--- config.mk ---
export PLATFORM = sky130hd
export DESIGN_NAME = div_unit
export DESIGN_NICKNAME = d
export VERILOG_FILES = /design/src/rtl/div_unit_pkg.sv /design/src/rtl/div_unit_step.sv /design/src/rtl/div_unit.sv
export SDC_FILE = /design/constraint.sdc
export NUM_CORES = 1
export LEC_CHECK = 0
export BUFFER_PORTS_ARGS = -buffer_cell sky130_fd_sc_hd__buf_4
export CORE_UTILIZATION = 52
export CTS_CLUSTER_DIAMETER = 150
export DETAILED_ROUTE_END_ITERATION = 16
export PLACE_DENSITY = 0.75
export SKIP_LAST_GASP = 1
export SLEW_MARGIN = 20
export SYNTH_ARGS = -nofsm -noshare
export SYNTH_HDL_FRONTEND = slang
export SYNTH_SLANG_ARGS = --single-unit
export TNS_END_PERCENT = 100
--- constraint.sdc ---
create_clock -name clk -period 2.92 [get_ports clk]
set_input_delay 0.584 -clock clk [delete_from_list [all_inputs] [get_ports clk]]
set_output_delay 0.584 -clock clk [all_outputs]
set_load 0.02 [all_outputs]
--- src/rtl/div_unit_pkg.sv ---
// Shared definitions for the iterative divider beside the execute-stage ALU.
//   - DIV/MOD-class opcode encodings served by div_unit
//   - FSM state encodings (DIV_IDLE, DIV_CALC, DIV_FIX, DIV_DONE)
//   - DIV_ITERS: number of restoring iterations for a 32-bit operand
package div_unit_pkg;

  localparam int DIV_ITERS = 32;

  typedef enum logic [1:0] {
    DIV_IDLE = 2'd0,
    DIV_CALC = 2'd1,
    DIV_FIX  = 2'd2,
    DIV_DONE = 2'd3
  } div_state_e;

  // Opcodes that the decoder steers to this unit.
  typedef enum logic [1:0] {
    OP_DIV  = 2'd0,  // signed quotient
    OP_DIVU = 2'd1,  // unsigned quotient
    OP_REM  = 2'd2,  // signed remainder
    OP_REMU = 2'd3   // unsigned remainder
  } div_op_e;

endpackage

--- src/rtl/div_unit_step.sv ---
// One restoring-division step (purely combinational), reused every CALC cycle.
// Ports:
//   prem       in  WIDTH  current partial remainder (always < divisor)
//   in_bit     in  1      next dividend bit shifted in at the LSB
//   divisor    in  WIDTH  divisor magnitude
//   prem_next  out WIDTH  partial remainder after this step
//   q_bit      out 1      quotient bit produced by this step
module div_unit_step #(
  parameter int WIDTH = 32
) (
  input  logic [WIDTH-1:0] prem,
  input  logic             in_bit,
  input  logic [WIDTH-1:0] divisor,
  output logic [WIDTH-1:0] prem_next,
  output logic             q_bit
);

  // The shifted remainder can reach 2*divisor-1, which needs WIDTH+1 bits
  // once the divisor exceeds 2**(WIDTH-1); the extra bit keeps the trial
  // subtraction exact for every divisor.
  logic [WIDTH:0] shifted;
  logic [WIDTH:0] trial;

  assign shifted = {prem, in_bit};
  assign trial   = shifted - {1'b0, divisor};

  // Non-negative trial means the divisor fits: keep the difference.
  assign q_bit     = ~trial[WIDTH];
  assign prem_next = q_bit ? trial[WIDTH-1:0] : shifted[WIDTH-1:0];

endmodule

--- src/rtl/div_unit.sv ---
// Iterative radix-2 restoring divider with a fixed-latency start/busy/done
// handshake. The CPU stalls on busy; results and flags hold until the next
// operation writes them.
// Configuration macro: DIV_SIGNED_EN enables signed mode (abs on entry, sign
// fix-up in FIX, overflow flag). Without it all operands are unsigned and
// vout is constantly 0; latency is identical in both builds.
// Ports:
//   clk        in  1      system clock, rising edge
//   reset_b    in  1      asynchronous active-low reset
//   start      in  1      request, sampled only in IDLE
//   signed_op  in  1      1 = signed divide (DIV_SIGNED_EN builds only)
//   dividend   in  WIDTH  numerator, captured on accept
//   divisor    in  WIDTH  denominator, captured on accept
//   busy       out 1      high from the cycle after accept until done
//   done       out 1      one-cycle pulse; results valid from this cycle
//   quotient   out WIDTH  result
//   remainder  out WIDTH  result
//   dz         out 1      divide-by-zero flag
//   vout       out 1      signed overflow flag
module div_unit
  import div_unit_pkg::*;
#(
  parameter int WIDTH = DIV_ITERS,
  parameter int CNT_W = 5
) (
  input  logic             clk,
  input  logic             reset_b,
  input  logic             start,
  input  logic             signed_op,
  input  logic [WIDTH-1:0] dividend,
  input  logic [WIDTH-1:0] divisor,
  output logic             busy,
  output logic             done,
  output logic [WIDTH-1:0] quotient,
  output logic [WIDTH-1:0] remainder,
  output logic             dz,
  output logic             vout
);

  div_state_e state_q, state_d;

  logic [CNT_W-1:0] cnt_q;
  logic [WIDTH-1:0] prem_q;   // partial remainder
  logic [WIDTH-1:0] shreg_q;  // dividend bits shift out the top, quotient bits in the bottom
  logic [WIDTH-1:0] dvsr_q;   // divisor magnitude

  logic [WIDTH-1:0] a_mag, b_mag;
  logic [WIDTH-1:0] q_fix, r_fix;
  logic [WIDTH-1:0] prem_next;
  logic             q_bit;
  logic             accept;
  logic             div_zero;
  logic             ovf_in;

  assign accept   = (state_q == DIV_IDLE) && start;
  assign div_zero = (divisor == '0);

`ifdef DIV_SIGNED_EN
  logic a_neg, b_neg;
  logic neg_q_q, neg_r_q;

  assign a_neg  = signed_op & dividend[WIDTH-1];
  assign b_neg  = signed_op & divisor[WIDTH-1];
  assign a_mag  = a_neg ? -dividend : dividend;
  assign b_mag  = b_neg ? -divisor : divisor;
  // Most-negative / -1: the magnitude path already yields the wrapped
  // quotient and a zero remainder; only the flag needs detecting.
  assign ovf_in = signed_op && (dividend == {1'b1, {(WIDTH-1){1'b0}}}) &&
                  (divisor == '1);
  assign q_fix  = neg_q_q ? -shreg_q : shreg_q;
  assign r_fix  = neg_r_q ? -prem_q : prem_q;

  always_ff @(posedge clk or negedge reset_b) begin
    if (!reset_b) begin
      neg_q_q <= 1'b0;
      neg_r_q <= 1'b0;
    end else if (accept) begin
      neg_q_q <= a_neg ^ b_neg;
      neg_r_q <= a_neg;
    end
  end
`else
  logic unused_signed_op;

  assign unused_signed_op = signed_op;
  assign a_mag  = dividend;
  assign b_mag  = divisor;
  assign ovf_in = 1'b0;
  assign q_fix  = shreg_q;
  assign r_fix  = prem_q;
`endif

  div_unit_step #(.WIDTH(WIDTH)) u_step (
    .prem      (prem_q),
    .in_bit    (shreg_q[WIDTH-1]),
    .divisor   (dvsr_q),
    .prem_next (prem_next),
    .q_bit     (q_bit)
  );

  // NOTE: sequential state uses non-blocking assignments so every register
  // samples pre-edge values regardless of statement order.
  always_ff @(posedge clk or negedge reset_b) begin
    if (!reset_b) state_q <= DIV_IDLE;
    else          state_q <= state_d;
  end

  // NOTE: every output of this block gets a default first, so no path can
  // leave a signal unassigned and infer a latch.
  always_comb begin
    state_d = state_q;
    busy    = 1'b0;
    done    = 1'b0;
    unique case (state_q)
      DIV_IDLE: begin
        if (start) state_d = div_zero ? DIV_DONE : DIV_CALC;
      end
      DIV_CALC: begin
        busy = 1'b1;
        if (cnt_q == '0) state_d = DIV_FIX;
      end
      DIV_FIX: begin
        busy    = 1'b1;
        state_d = DIV_DONE;
      end
      DIV_DONE: begin
        done    = 1'b1;
        state_d = DIV_IDLE;
      end
      default: state_d = DIV_IDLE;
    endcase
  end

  always_ff @(posedge clk or negedge reset_b) begin
    if (!reset_b) begin
      cnt_q     <= '0;
      prem_q    <= '0;
      shreg_q   <= '0;
      dvsr_q    <= '0;
      quotient  <= '0;
      remainder <= '0;
      dz        <= 1'b0;
      vout      <= 1'b0;
    end else begin
      unique case (state_q)
        DIV_IDLE: begin
          if (start) begin
            if (div_zero) begin
              // Skip the iterations entirely; results are known at accept.
              quotient  <= '1;
              remainder <= dividend;
              dz        <= 1'b1;
              vout      <= 1'b0;
            end else begin
              cnt_q   <= CNT_W'(WIDTH - 1);
              prem_q  <= '0;
              shreg_q <= a_mag;
              dvsr_q  <= b_mag;
              vout    <= ovf_in;
            end
          end
        end
        DIV_CALC: begin
          prem_q  <= prem_next;
          shreg_q <= {shreg_q[WIDTH-2:0], q_bit};
          if (cnt_q != '0) cnt_q <= cnt_q - 1'b1;
        end
        DIV_FIX: begin
          quotient  <= q_fix;
          remainder <= r_fix;
          dz        <= 1'b0;
        end
        default: ;
      endcase
    end
  end

endmodule

# After elaboration in Yosys (flattened, before gate mapping)
# Cells that the tools add are included.
[classes] shift=0 bitwise_logic=2 n_lt_le_gt_ge=0 eq_ne=8 div=0 n_addsub=2 reduce_logical=12 muxes=26 mul=0
[ops] cell="$mux 32" count=9
[ops] cell="$pmux 32 s2" count=4
[ops] cell="$sub 33x32->33" count=1
[ops] cell="$logic_not 32->1" count=1
[ops] cell="$mux 5" count=3
[ops] cell="$ne 2x2->1 const B" count=5
[ops] cell="$pmux 5 s2" count=1
[ops] cell="$reduce_and 3->1" count=3
[ops] cell="$pmux 2 s4" count=1
[ops] cell="$mux 2" count=3
[ops] cell="$logic_not 5->1" count=1
[ops] cell="$reduce_bool 5->1" count=1
[ops] cell="$sub 5x1->5 const B" count=1
[ops] cell="$eq 2x2->1 const B" count=2
[ops] cell="$mux 1" count=4
[ops] cell="$reduce_and 4->1" count=1
[ops] cell="$reduce_bool 2->1" count=2
[ops] cell="$eq 2x1->1 const B" count=1
[ops] cell="$logic_not 2->1" count=1
[ops] cell="$not 1->1" count=2
[ops] cell="$pmux 1 s2" count=1
[ops] cell="$reduce_and 2->1" count=1
[ops] cell="$reduce_or 2->1" count=1
[word_totals] regBits=168 latch_bits=0 mem_bits_rw=0 output_inout_bits=68 rom_bits=0 memories=0

# Longest topological paths before layout
# Gate-level depths: netlist of run 1.
[logic_depth] ltp_word=4 mapped_depth=13

# By module
# A second synthesis of run 1 with hierarchy kept.
[hier_totals] cells_unflattened=911 hier_area_um2=9501.6
[by_module_without_submodules] module="div_unit" instances=1 cells_each=606 area_each_um2=7143.1
[by_module_without_submodules] module="div_unit_step" instances=1 cells_each=305 area_each_um2=2358.5

# Worst setup path after synthesis of run 1
# No wires, ideal clock.
[synth_path] path_type="flip-flop to flip-flop" from="register shreg_q[31], in the netlist q_fix[31]" to="register prem_q[14]" setup_ns=0.132 arrival_time_ns=2.902 setup_slack_ns=-0.114 t_required_ns=2.788 path_buffers=1 path_stages_with_launch=14 synth_period_minus_slack_ns=3.034 path_cell_list="dfrtp_1 -> inv_1 -> ha_1 -> inv_1 -> fa_1 -> a211oi_1 -> o211ai_1 -> a21oi_1 -> a2111oi_2 -> nor3_4 -> xnor2_4 -> buf_6 -> mux2i_1 -> o21ai_1"
[synth_via] elab_chain_len=3
[synth_rtl] item="start, declared" line="div_unit.sv:44" source="logic [WIDTH-1:0] shreg_q;"
[synth_rtl] item="start signal, assigned" line="div_unit.sv:157" source="shreg_q <= a_mag;"
[synth_rtl] item="start signal, assigned" line="div_unit.sv:165" source="shreg_q <= {shreg_q[WIDTH-2:0], q_bit};"
[synth_rtl] item="$sub 33x32->33" line="div_unit_step.sv:25" source="assign trial = shifted - {1'b0, divisor};"
[synth_rtl] item="$mux 32" line="div_unit_step.sv:29" source="assign prem_next = q_bit ? trial[WIDTH-1:0] : shifted[WIDTH-1:0];"
[synth_rtl] item="$pmux 32 s2" line="div_unit.sv:145" source="unique case (state_q)"
[synth_rtl] item="end signal, assigned" line="div_unit.sv:164" source="prem_q <= prem_next;"
[synth_rtl] item="end, declared" line="div_unit.sv:43" source="logic [WIDTH-1:0] prem_q;"
# Every way passes these cells.
# A chain may end at the register's enable or synchronous reset.

# Worst setup path in the final report of run 1
[layout_path] from="register shreg_q[31], in the netlist q_fix[31]" to="register prem_q[0]"
[layout_via] elab_chain_len=3
[layout_rtl] item="$sub 33x32->33" line="div_unit_step.sv:25"
[layout_rtl] item="$mux 32 *" line="div_unit_step.sv:29"
[layout_rtl] item="$pmux 32 s2 *" line="div_unit.sv:145"
# Every way passes the cells marked *; elsewhere a longest branch is shown, timed or not.

==> summary.txt, run 1 <==
outcome -> completed
remaining antenna violation count -> 0
slowest stage delay, CP -> 0.39 ns
xor/xnor cell area share of the yosys netlist -> 0.03173
pin count of the biggest net entering global routing -> 73
final slew viol count -> 0
Mapped Area -> 9384 sq um
Worst Hold Class -> input pin to async pin
RSZ-0062 raised after global routing -> yes
die width -> 136.3 um
Primary FF master, synth -> dfrtp_1
DR iter-0 viols -> 502
total number of vias -> 8300
Synth top cells by count -> dfrtp_1, a21oi_1, nor2_1
mux contribution to synthesized area -> 0.1004
crit path from -> q_fix[31]$_DFFE_PN0P_
Fin Setup TNS -> 0 ns
worst path cell trace -> inv_2 -> ha_4 -> inv_2 -> fa_2 -> a211oi_2 -> o211ai_1 -> a21oi_2 -> a2111oi_4 -> nor3_4 -> xnor2_4 -> buf_12 -> mux2i_1 -> a22o_1
period utilisation layout -> 0.9875
Multi-input gate area -> 4786 sq um
WL final -> 24630 um
GRT overflow -> 0
library cells used by synthesis -> 64
worst-case reg-to-reg path depth -> 13
sequential fraction of the synthesis area -> 0.4480
maxcap violations -> 0
ys async rst share -> 1.000
Post-synth EDFFs -> 0
Mapped Cells -> 1017
Setup crit end -> prem_q[0]$_DFFE_PN0P_
CP Max Fanout -> 10
top cells by area, synth -> dfrtp_1, a21oi_1, mux2i_1, ha_1, nor2_1
Layout Nets -> 1317
H-tree levels -> 4
delay-heaviest family, CP -> compound AO/OA/AOI/OAI gates
yosys warns -> 0
total clock sinks -> 168
clock transition at the registers of the reported paths -> 0.07 ns
min Tclk post-route -> 2.884 ns
Initial Util -> 0.5369
Compound-Gate Fraction of Synth Area -> 0.1980
CTS Buf Count -> 17
DRC -> 0
post-synth top area cell -> dfrtp_1
register area -> 4204 sq um
# diodes -> 0
pin slew with the least headroom to its limit -> 0.6855 ns
Syn Nets -> 1124
clk_lat worst skew -> 0.43 ns
layout cells sized above 1 -> 0.2709
Worst Clk Skew -> 0.01095 ns
peak supply drop -> 0.0006245 V
crit path max-delay cell type -> dfrtp_1
Lkg Pwr -> 5.572 nW
Final Total Pwr -> 13.25 mW
wire per inst -> 17.02 um
initial antenna violation count -> 0
RePlAce Congestion -> 0.8724
main combinational cell family by area after synthesis -> compound AO/OA/AOI/OAI gates
Area Growth Syn to Fin -> 29.41%
adder-cell share of the synthesized area -> 0.05280
Non-Filler Instances -> 1447
I/O pin cnt -> 136
Yosys top cell area share -> 0.4480
CTS tree -> built
Critical Path Start Type -> flip-flop
DRT Pass-1 Iters -> 4
simple-gate share of the synthesized area -> 0.1095
Rel. slew slack -> 0.5430
reg-to-reg setup timing slack -> 0.04 ns
gr usage total -> 0.2750
fmax -> 346.8 MHz
final hold viol count -> 0
# setup viols final -> 0
placed cells -> 1411
hold buffers post-CTS -> 0
FILL cells -> 1356
Die Y -> 136.3 um
die area -> 18590 sq um
pwr dens -> 1091 nW/um^2
Data arrival, critical path -> 3.25 ns
HPWL Detailed -> 18220 um
synthesized area per cell -> 9.227 sq um
endpoint class of the critical path -> flip-flop
first-pass GRT wire length -> 39570 um
root buffer cell -> clkbuf_16
critical path class -> flip-flop to flip-flop
number of global-route vias before repair -> 7762
Port Buf Inserts -> 133
row count -> 48
clock tree buffer depth -> 2
Worst Path Buf+Inv -> 3
DR vias/cell -> 5.736
Core Region -> 17480 sq um
CP dominant cell by count -> inv_2
CP required -> 3.28 ns
reg-to-reg endpoint -> prem_q[0]$_DFFE_PN0P_
r2r startpoint -> q_fix[31]$_DFFE_PN0P_
Yosys reg bits -> 168
dominant cell by count in the synthesized netlist -> dfrtp_1
critical path depth in cells -> 13
[report_power, final]
group	internal (mW)	switching [mW]	leakage, nW
combinational	3.17	3.99	3.39
sequential	3.21	0.523	1.90
clock	1.36	0.991	0.291
[placed cells by master (no fill, tap or decap), drive strengths merged, types with 3 or more instances in the layout]
master      n
nand2b      3
bufinv      3
nor2      120
clkbuf     17
nand3       6
nor4        9
nor2b       4
xnor2      19
clkinvlp    3
dfrtp     168
a21boi      3
xor2       12
ha         38
a21oi     134
a211oi      6
buf       237
and3        5
o21ai      52
clkinv      3
o21a        5
inv        84
o22ai      32
nand2      56
mux2i      57
o211ai      8
nand4      12
mux2       33
a31oi      35
a21o       14
nor3        5
o21bai      6
[how the worst min path moves through the flow]
stage | end | startpoint | cells past startpoint
floorplan | cnt_q[0]$_DFFE_PN0P_ | reset_b | 0
global placement | dvsr_q[6]$_DFFE_PN0P_ | dvsr_q[6]$_DFFE_PN0P_ | 1
detailed placement | dvsr_q[27]$_DFFE_PN0P_ | dvsr_q[27]$_DFFE_PN0P_ | 1
CTS | dvsr_q[7]$_DFFE_PN0P_ | reset_b | 1
global route | dvsr_q[5]$_DFFE_PN0P_ | reset_b | 1
finish | dvsr_q[5]$_DFFE_PN0P_ | reset_b | 1
[flip-flops by register name, summed over array words and instances, names as in the netlist]
register   flops
q_fix         32
dvsr_q        32
prem_q        32
state_q        2
quotient      32
remainder     32
dz             1
cnt_q          5
[worst register-to-register path, delay by kind of cell, from the launching register on]
kind	cells	cell delay [ns]
adder cells (fa/ha/maj)	2	0.50
buffers and inverters	3	0.31
multiplexers	1	0.21
AND/OR/NAND/NOR	1	0.27
XOR/XNOR	1	0.23
AO/OA/AOI/OAI	5	0.92
flip-flops	1	0.39
[kinds of logic after synthesis]
kind of cell	after synthesis
AND/OR/NAND/NOR	232
multiplexers	90
flip-flops	168
buffers and inverters	142
AO/OA/AOI/OAI	314
other	1
adder cells (fa/ha/maj)	39
XOR/XNOR	31
[final cells by class]
type / instances / share of cell area
multi-input combinational: 707 / 0.3941
clock buffer: 17 / 0.03503
timing repair buffer: 237 / 0.1616
tap: 225 / 0.02318
sequential: 168 / 0.3462
clock inverter: 14 / 0.01556
inverter: 79 / 0.02442
[what timing repair did]
action	4_1_cts	5_1_grt
buffers inserted	0	5
hold endpoints to repair	0	0
endpoints found under the setup margin	7	33
pin swaps	2	5
resized for setup	1	14
[per-stage QoR]
step	instance area (sq um)	utilization	hold slack, ns	worst slack [ns]
6_report	12140	0.6949	0.1654	0.03650
5_1_grt	12140	0.6949	0.2231	-0.09276
4_1_cts	12030	0.6885	0.1827	0.008497
3_5_place_dp	11410	0.6531	0.4939	-0.04289
3_3_place_gp	11410	0.6531	0.4887	0.01805
2_1_floorplan	9433	-	0.2884	-0.03226
[per-layer routing]
metal / vias to the layer above / GRT usage / part of all wire
met5: - / 0 / 0
met4: 0 / 0.07593 / 0.012
met3: 18 / 0.04027 / 0.058
met2: 276 / 0.4292 / 0.46
met1: 4016 / 0.3972 / 0.47
li1: 3990 / - / -
No activity file was read; power rests on OpenSTA's default activity.
==> inputs of run 2 (changes only) <==
--- a/config.mk
+++ b/config.mk
@@ -6,10 +6,10 @@
 export NUM_CORES = 1
 export LEC_CHECK = 0
 export BUFFER_PORTS_ARGS = -buffer_cell sky130_fd_sc_hd__buf_4
-export CORE_UTILIZATION = 52
+export CORE_UTILIZATION = 58
 export CTS_CLUSTER_DIAMETER = 150
 export DETAILED_ROUTE_END_ITERATION = 16
-export PLACE_DENSITY = 0.75
+export PLACE_DENSITY = 0.8
 export SKIP_LAST_GASP = 1
 export SLEW_MARGIN = 20
 export SYNTH_ARGS = -nofsm -noshare
==> constraint.sdc (replaced) <==
create_clock -name clk -period 2.9 [get_ports clk]
set_input_delay 0.58 -clock clk [delete_from_list [all_inputs] [get_ports clk]]
set_output_delay 0.58 -clock clk [all_outputs]
set_load 0.02 [all_outputs]
==> summary.txt, run 2 (synthesized netlist as in run 1, its figures left out) <==
Psw -> 5.592 mW (+1.6%)
DR iter-0 viols -> 804 (+60%)
# setup viols final -> 2 (+2)
placed cell areas -> 11390 sq um (-0.25%)
HPWL Detailed -> 18160 um (-0.32%)
Initial Util -> 0.5929 (+0.05594)
Flop pwr share -> 0.281 (about the same)
min Tclk post-route -> 2.942 ns (+0.05825 ns)
WL final -> 24890 um (+1.1%)
Layout Nets -> 1314 (-0.23%)
die area -> 16690 sq um (-10%)
clock share of power -> 0.181 (+0.003)
Data arrival, critical path -> 3.28 ns (+0.03 ns)
GRT overflow -> 0 (unchanged)
number of global-route vias before repair -> 7905 (+1.8%)
root buffer cell -> clkbuf_16
critical path class -> flip-flop to flip-flop
hold buffers post-CTS -> 0 (unchanged)
CP Max Fanout -> 5 (-5)
die width -> 129.2 um (-5.2%)
total clock sinks -> 168 (unchanged)
internal power -> 7.787 mW (+0.50%)
# diodes -> 0 (unchanged)
Non-Filler Instances -> 1436 (-0.76%)
Die Y -> 129.2 um (-5.2%)
pin count of the biggest net entering global routing -> 59 (-19%)
row count -> 46 (-4.2%)
total number of vias -> 8543 (+2.9%)
Worst Clk Skew -> 0.009739 ns (-0.001215 ns)
I/O pin cnt -> 136 (unchanged)
peak supply drop -> 0.0006051 V (-3.1%)
Port Buf Inserts -> 133 (unchanged)
Critical Path Start Type -> flip-flop
Sw Share -> 0.4180 (+0.002614)
Lkg Pwr -> 5.559 nW (-0.24%)
DRT Pass-1 Iters -> 6 (+2)
clock tree buffer depth -> 2 (unchanged)
pin slew with the least headroom to its limit -> 0.6268 ns (-0.05868 ns)
final hold viol count -> 0 (unchanged)
Fin Setup TNS -> -0.05217 ns (-0.05217 ns)
gr usage total -> 0.3073 (+0.03228)
CTS tree -> built
RePlAce Congestion -> 0.9062 (+3.9%)
outcome -> finished with violations
final slew viol count -> 0 (unchanged)
Area Growth Syn to Fin -> 28.49%
RSZ-0062 raised after global routing -> yes
clk_lat worst skew -> 0.43 ns (about the same)
Rel. slew slack -> 0.5821 (+0.03912)
remaining antenna violation count -> 0 (unchanged)
min setup slack post-route -> -0.04176 ns (-0.07825 ns)
clock transition at the registers of the reported paths -> 0.07 ns (about the same)
endpoint class of the critical path -> flip-flop
CTS Buf Count -> 17 (unchanged)
violated checks -> setup timing
wire per inst -> 17.33 um (+1.9%)
first-pass GRT wire length -> 39740 um (+0.44%)
Core Region -> 15830 sq um (-9.4%)
most frequent cells in the layout -> buf_4, dfrtp_1, a21oi_1, nor2_1, inv_1
DR vias/cell -> 5.949 (+3.7%)
Combinational Power Share -> 0.538 (-0.002)
initial antenna violation count -> 0 (unchanged)
CP required -> 3.24 ns (-0.04 ns)
fmax -> 339.9 MHz (-2.0%)
Finished Cell Area -> 12060 sq um (-0.71%)
most common cell after layout, fill and taps aside -> buf_4
placed cells -> 1403 (-0.57%)
period utilisation layout -> 1.014 (+0.02690)
pwr dens -> 1110 nW/um^2 (+1.7%)
H-tree levels -> 4 (unchanged)
Worst Hold Class -> input pin to async pin
layout cells sized above 1 -> 0.2664 (-0.004474)
DRC -> 0 (unchanged)
maxcap violations -> 0 (unchanged)
## run 2: timing repair
item	in CTS	in global routing
resized for setup	0	10
buffers inserted	0	1
pin swaps	2	3
endpoints found under the setup margin	4	33
## run 2: power groups by stage
stage	Sequential [mW]	Clock (mW)	Combinational (mW)
after floorplan	4.11	0	4.14
after global placement	3.74	0	6.80
after detailed placement	3.79	0	7.02
after CTS	3.75	2.42	7.11
after global routing	3.86	2.51	7.83
final	3.77	2.42	7.20
## run 2: cell type report
type	count	area (sq um)
Clock buffer	18	439.2
Timing Repair Buffer	234	1922
Multi-Input combinational cell	707	4742
Fill cell	1111	3770
Sequential cell	168	4204
Clock inverter	14	183.9
Tap cell	216	270.3
Inverter	79	296.5
## run 2: worst max-delay path, stage by stage, from the launching register on
cell and delay [ns]:
dfrtp_1 0.40, ha_1 0.37, a21oi_1 0.23, o21ai_0 0.18, or4b_1 0.52, o211ai_1 0.34
nand2_2 0.15, a41o_1 0.29, mux2i_1 0.13, a211oi_1 0.23
## run 2: metrics by stage
stage                       util  power, mW  hold slack, ns  setup WS, ns
after global routing      0.7618      14.20          0.1497       -0.1480
after global placement    0.7194      10.54          0.4850     -0.005014
after detailed placement  0.7194      10.81          0.4944      -0.03226
after floorplan                -      8.249          0.2844      -0.05226
final                     0.7618      13.38         0.09272      -0.04176
after CTS                 0.7587      13.28          0.1277     -0.005251
## run 2: worst paths after layout
path	start	to	slack (ns)	cells past startpoint
max	prem_q[9]$_DFFE_PN0P_	prem_q[31]$_DFFE_PN0P_	-0.04	9
min	reset_b	dvsr_q[4]$_DFFE_PN0P_	0.09	1
max reg2reg	prem_q[9]$_DFFE_PN0P_	prem_q[31]$_DFFE_PN0P_	-0.04	9
min reg2reg	dvsr_q[31]$_DFFE_PN0P_	dvsr_q[31]$_DFFE_PN0P_	0.51	1
max in group asynchronous	reset_b	q_fix[19]$_DFFE_PN0P_	1.96	2
min in group clk	divisor[9]	dvsr_q[9]$_DFFE_PN0P_	0.39	2
## run 2: routing by layer
metal,routed length [um],GRT usage
met3,1896,0.04542
met2,11600,0.4918
met1,10870,0.4281
met5,0,0
met4,522,0.1073
